### src/rtl/signal_capture.sv
// Triggered pin sampler: captures up to 64 samples at the divided tick rate and commits them to the register bank.
// Latency: with bypass, len samples at T+1..T+len after the accept cycle T, one-cycle COMMIT at T+len+1.
// Backpressure: none; edges outside IDLE are dropped. SIGNAL_CAPTURE_TIMESTAMP_EN adds counter timestamp writes.
module signal_capture #(
    parameter int RW_REG_COUNT           = 22,
    parameter int CAP_DATA_REGISTER      = 0,
    parameter int CAP_TIMESTAMP_REGISTER = 8,
    parameter int CAP_LENGTH_REGISTER    = 17,
    parameter int CAP_CONFIG_REGISTER    = 20,
    parameter int CAP_COUNT_REGISTER     = 21
) (
    input  logic                      clk,
    input  logic                      rst,
    input  logic                      sig_in,
    input  logic                      trigger,
    input  logic                      clk_div,
    input  logic                      is_div_bypass,
    input  logic [31:0]               counter,
    input  logic [1:0]                loop_mode,
    input  logic                      is_trigger_on_rising_edge,
    input  logic                      is_trigger_on_falling_edge,
    input  logic [RW_REG_COUNT*8-1:0] was_config,
    output logic [RW_REG_COUNT*8-1:0] is_config,
    output logic [RW_REG_COUNT-1:0]   is_update_flag,
    output logic                      is_running,
    output logic                      is_done
);

    typedef enum logic [1:0] {
        IDLE    = 2'd0,
        CAPTURE = 2'd1,
        COMMIT  = 2'd2
    } state_t;

    state_t      state;
    state_t      state_next;
    logic        prev_trigger;
    logic        prev_clk_div;
    logic [63:0] buffer;
    logic [5:0]  remaining;

    logic        tick;
    logic        trig_edge;
    logic        accept;
    logic        restart;
    logic        reload;
    logic [5:0]  len_field;

    assign tick      = (clk_div & ~prev_clk_div) | is_div_bypass;
    assign trig_edge = (is_trigger_on_rising_edge  &  trigger & ~prev_trigger) |
                       (is_trigger_on_falling_edge & ~trigger &  prev_trigger);
    assign accept    = trig_edge & (state == IDLE) & (loop_mode != 2'd0) & ~rst;
    assign restart   = (state == COMMIT) & (loop_mode == 2'd3);
    assign reload    = accept | restart;
    assign len_field = was_config[CAP_LENGTH_REGISTER*8 +: 6];

    // A length field of 0 wraps to 63 here, which is exactly the 64-sample case.
    always_ff @(posedge clk) begin
        if (rst) begin
            state        <= IDLE;
            prev_trigger <= 1'b0;
            prev_clk_div <= 1'b0;
            buffer       <= '0;
            remaining    <= '0;
        end else begin
            state        <= state_next;
            prev_trigger <= trigger;
            prev_clk_div <= clk_div;
            if (reload) begin
                buffer    <= '0;
                remaining <= len_field - 6'd1;
            end else if (state == CAPTURE && tick) begin
                buffer    <= {buffer[62:0], sig_in};
                remaining <= remaining - 6'd1;
            end
        end
    end

    always_comb begin
        state_next     = state;
        is_config      = was_config;
        is_update_flag = '0;
        is_running     = 1'b0;
        is_done        = 1'b0;

        case (state)
            IDLE:    if (accept) state_next = CAPTURE;
            CAPTURE: if (tick && remaining == 6'd0) state_next = COMMIT;
            COMMIT:  state_next = (loop_mode == 2'd3) ? CAPTURE : IDLE;
            default: state_next = IDLE;
        endcase

        // Bus writes are suppressed while reset is held so nothing partial reaches the bank.
        if (!rst) begin
            is_running = (state != IDLE);
            if (state == COMMIT) begin
                is_done = 1'b1;
                for (int k = 0; k < 8; k++) begin
                    is_config[(CAP_DATA_REGISTER + k)*8 +: 8] = buffer[k*8 +: 8];
                    is_update_flag[CAP_DATA_REGISTER + k]     = 1'b1;
                end
                is_config[CAP_COUNT_REGISTER*8 +: 8] = was_config[CAP_COUNT_REGISTER*8 +: 8] + 8'd1;
                is_update_flag[CAP_COUNT_REGISTER]   = 1'b1;
                if (loop_mode == 2'd1) begin
                    is_config[CAP_CONFIG_REGISTER*8 +: 8] = was_config[CAP_CONFIG_REGISTER*8 +: 8] & 8'hF3;
                end
                is_update_flag[CAP_CONFIG_REGISTER] = 1'b1;
            end
`ifdef SIGNAL_CAPTURE_TIMESTAMP_EN
            if (reload) begin
                for (int k = 0; k < 4; k++) begin
                    is_config[(CAP_TIMESTAMP_REGISTER + k)*8 +: 8] = counter[k*8 +: 8];
                    is_update_flag[CAP_TIMESTAMP_REGISTER + k]     = 1'b1;
                end
            end
`endif
        end
    end

`ifndef SIGNAL_CAPTURE_TIMESTAMP_EN
    logic unused_counter;
    assign unused_counter = ^counter;
`endif

endmodule
### config.mk
export PLATFORM = sky130hd
export DESIGN_NAME = signal_capture
export DESIGN_NICKNAME = d
export VERILOG_FILES = /design/src/rtl/signal_capture.sv
export SDC_FILE = /design/constraint.sdc
export NUM_CORES = 1
export LEC_CHECK = 0
export CAP_MARGIN = 20
export CORE_AREA = 4 4 159 161
export CTS_BUF_LIST = sky130_fd_sc_hd__clkbuf_16
export CTS_CLUSTER_DIAMETER = 120
export DETAILED_ROUTE_END_ITERATION = 8
export DIE_AREA = 0 0 163 165
export SLEW_MARGIN = 40
export SYNTH_ARGS = -nofsm -noshare
export SYNTH_HDL_FRONTEND = slang
export SYNTH_SLANG_ARGS = --single-unit
### constraint.sdc
create_clock -name clk -period 4.4 [get_ports clk]
set_input_delay 0.88 -clock clk [delete_from_list [all_inputs] [get_ports clk]]
set_output_delay 0.88 -clock clk [all_outputs]
set_load 0.01 [all_outputs]
## Yosys cells after proc, flatten, opt, wreduce, memory -nomap -nowiden

Index checks and enable logic that the tools add are counted.

- Register bits: 74
- Input port bits: 218
- Output and inout port bits: 200
- Logic and storage cells: 57

- Add/subtract/negate cells: 3
- Reduce and logical (&&, ||, !) cells: 9
- Muxes and demuxes: 18
- Bitwise logic cells: 16
- Eq/ne operators: 6

Operator list:

| operator | count |
|---|---|
| $mux 64 | 2 |
| $mux 16 | 2 |
| $mux 8 | 2 |
| $mux 6 | 2 |
| $sub 6x1->6 const B | 2 |
| $and 1x1->1 | 9 |
| $add 8x1->8 const B | 1 |
| $mux 2 | 4 |
| $logic_not 6->1 | 1 |
| $pmux 2 s3 | 1 |
| $reduce_bool 2->1 | 3 |
| $eq 2x1->1 const B | 2 |
| $eq 2x2->1 const B | 2 |
| $mux 1 | 4 |
| $mux 4 | 1 |
| $not 1->1 | 4 |
| $or 1x1->1 | 3 |
| $logic_and 1x1->1 | 2 |
| $logic_not 2->1 | 1 |
| $ne 2x1->1 const B | 1 |
| $ne 2x2->1 const B | 1 |
| $reduce_and 2->1 | 1 |
| $reduce_or 2->1 | 1 |

## Logic depth before layout (Yosys ltp)

- Word-level depth: 9
- Mapped depth: 11
- Mapped depth without buffers: 9

## Worst setup path before layout

OpenSTA, ideal clock, no wires.

- Path kind: input port to output port
- Start point: in rst
- End point: out is_config[171]
- Path buffers: 2
- Stages on the path: 5
- Data required time: 3,520 ps
- Setup slack: 1,519 ps
- Arrival time: 2,001 ps
- Path through: nor3b_1 -> clkbuf_1 -> buf_2 -> nand4_1 -> xnor2_1

- Cells in the longest elaborated chain, start to end: 1

RTL lines:

| what | line | text |
|---|---|---|
| from (decl) | 13 | `input logic rst,` |
| $mux 16 | 94 | `if (!rst) begin` |
| to (decl) | 23 | `output logic [RW_REG_COUNT*8-1:0] is_config,` |

No other way between the ends.

## Worst setup path after layout

- Start point: in rst
- End point: out is_config[174]

Same word-level chain as after synthesis.

==> summary.txt <==
Post-CTS Resized: 0
Largest net degree at the start of global routing: 76
Vias: 3619
First-pass GRT wire length: 20500 µm
Critical Path RT: 3.52 ns
Multi-input gate area: 2320 µm²
Worst-path fanout max: 4
Reg-to-Reg Start: state[0]
Largest family of logic cells by synthesized area: multiplexers
Worst-Margin Slew: 0.764 ns
CP Class: primary input to primary output
Worst-case clock buffer depth: 2
CP max stage cell: clkdlybuf4s50_1
Hold Fails Final Rpt: 0
Area grow syn2layout: 33.0%
Adder-cell area share of the yosys netlist: 0.519%
Pwr Density: 281 nW/µm²
Cell count after synthesis: 500
Hold EP: state[1]
CP startpoint kind: primary input
Grt total ovfl: 0
Ratio of cells with drive above 1 in the final layout: 16.6%
Pwr Total: 1.80 mW
Drt total wl: 14000 µm
Setup TNS Final: 0 ns
Mux contribution to synthesized area: 28.7%
Sw power: 0.435 mW
Sequential Power Share: 37.9%
Die area: 26900 µm²
Min-delay src: remaining[5]
Delay of the slowest cell on the worst path: 0.58 ns
Initial antenna violation count: 0
Root buffer cell: clkbuf_16
Util after Layout: 26.7%
Slew margin rel.: 49.1%
# DRC: 0
Post-placement setup slack: 0.774 ns
Die W: 163 µm
Critical R2R Capture: remaining[4]
Sw Share: 24.1%
Class of the worst hold path: flip-flop to flip-flop
Worst Setup End Kind: primary output
Setup repair after global routing missed its margin: false
Status: completed
Main synth FF type: dfxtp_1
Post-route ant nets: 0
Combinational share of power: 18.4%
Seq/Total Area, Yosys: 30.7%
Clock share of power: 43.7%
Peak VDD IR: 0.160 mV
Synth Cell Area: 4820 µm²
Worst path arrival time: 2.70 ns
Gr usage total: 9.87%
Post-DP HPWL: 10200 µm
Final setup fails: 0
Clk slew on worst S/H paths: 0.06 ns
1st-iter DRT viols: 89
CTS buffer count: 9
Internal: 1.37 mW
Max_cap viols: 0
Synth Warn #: 0
Max Slew Vio Count: 0
Die H: 165 µm
Final #Nets: 774
Post-CTS setup repair buffer count: 0
Later-pin clock latency in the skew report: 0.34 ns
Compound-gate portion of the synthesized area: 3.58%
Post-cts hold buffer count: 0
CP cell instances: buf_4 -> nor3b_2 -> and4_1 -> nand3_1 -> xnor2_1 -> clkdlybuf4s50_1
Final Cycle Share: 81.3%
Rows: 57
Post-Synth Simple-Gate Area: 11.4%
Min cycle time layout: 3.58 ns
Worst r2r path cells: 8
I/O pin count: 418
Synthesized area per cell: 9.64 µm²
Clock Sinks: 74
ANT cells: 0
Post-synth EDFFs: 0
Pleak: 2.62 nW
Initial Util: 20.1%
Post-DR wirelength/cell: 15.8 µm
Fill count: 2557
Placer Congestion: 0.737
Vias per inst: 4.10
Reg2reg setup slack: 1.89 ns
Post-synthesis cell type count: 44
Hold depth: 1
IO buf count: 181
Max Freq: 0.279 GHz
Core area: 24000 µm²
Most frequent cells in the layout: clkdlybuf4s50_1 (180), dfxtp_1 (74), mux2i_1 (65), mux2_2 (65), nor3_1 (65)
CTS tree: built
Clk_skew: 0.00543 ns
Post-Synth XOR/XNOR Area: 2.54%
H-tree depth: 3
Reg area: 1480 µm²
Fraction of registers with async set/reset: 0%
Most common cell after layout, fill and taps aside: clkdlybuf4s50_1
Fin worst setup slack: 0.821 ns
Yosys reg bits: 74
Vias in the first global route: 3539
DRT Pass-1 Iters: 6
cell type report:
type                            instances  share of cell area [%]
Clock buffer                            9                    3.51
Multi-Input combinational cell        282                    36.1
Timing Repair Buffer                  187                    29.6
Sequential cell                        74                    23.1
Clock inverter                          7                    1.35
Tap cell                              324                    6.32
stage by stage:
stage	instances	hold slack [ns]	cell area (µm²)
floorplan	511	0.428	4860
global placement	867	0.454	6090
detailed placement	867	0.471	6090
CTS	883	0.477	6410
global route	883	0.494	6410
finish	883	0.474	6410
routing by layer:
| metal | up-vias | wire, µm | GRT usage, % |
|---|---|---|---|
| met3 | 59 | 1310 | 4.17 |
| li1 | 1720 | - | - |
| met2 | 165 | 6490 | 15.5 |
| met4 | 0 | 669 | 5.79 |
| met5 | - | 0 | 0 |
| met1 | 1675 | 5520 | 11.2 |
power groups by stage:
stage,sequential (mW),combinational (mW),clock [mW]
2_1_floorplan,0.696,0.246,0
3_3_place_gp,0.698,0.333,0
3_5_place_dp,0.698,0.334,0
4_1_cts,0.683,0.336,0.825
5_1_grt,0.684,0.357,0.856
6_report,0.683,0.331,0.787
synthesized netlist by cell type, types with 4 or more instances:
library cell  number  area (µm²)
buf_4            127         953
mux2i_1           65         651
a21oi_1            5        25.0
nor3_1            65         325
nor2b_1            4        25.0
nand3_1            5        25.0
mux2_2            65         732
xnor2_1            7        61.3
buf_2             12        60.1
nor2_1             4        15.0
xor2_1             7        61.3
a211oi_1           5        37.5
dfxtp_1           74        1480
clkbuf_1          14        52.6
cell families after synthesis:
logic type,count (synthesis)
buffers and inverters,155
xor gates and xnor gates,14
other,1
AOI/OAI and AO/OA,24
and+or+nand+nor,100
muxes,130
DFF,74
adders and majority gates,2
critical path, delay by kind of cell:
kind	cells	cell delay [ns]
AND/OR/NAND/NOR	3	0.90
buffers and inverters	2	0.71
XOR/XNOR	1	0.21
sequential cells by signal, indices dropped and copies added (netlist names):
register      flops
prev_clk_div      1
remaining         6
state             2
prev_trigger      1
buffer           64
worst max-delay path by stage:
stage          depth (start not counted)              to  start
2_1_floorplan                          5  is_config[171]    rst
3_3_place_gp                           6  is_config[174]    rst
3_5_place_dp                           6  is_config[174]    rst
4_1_cts                                6  is_config[174]    rst
5_1_grt                                5   is_config[62]    rst
6_report                               6  is_config[174]    rst
(Power assumes the default switching activity.)
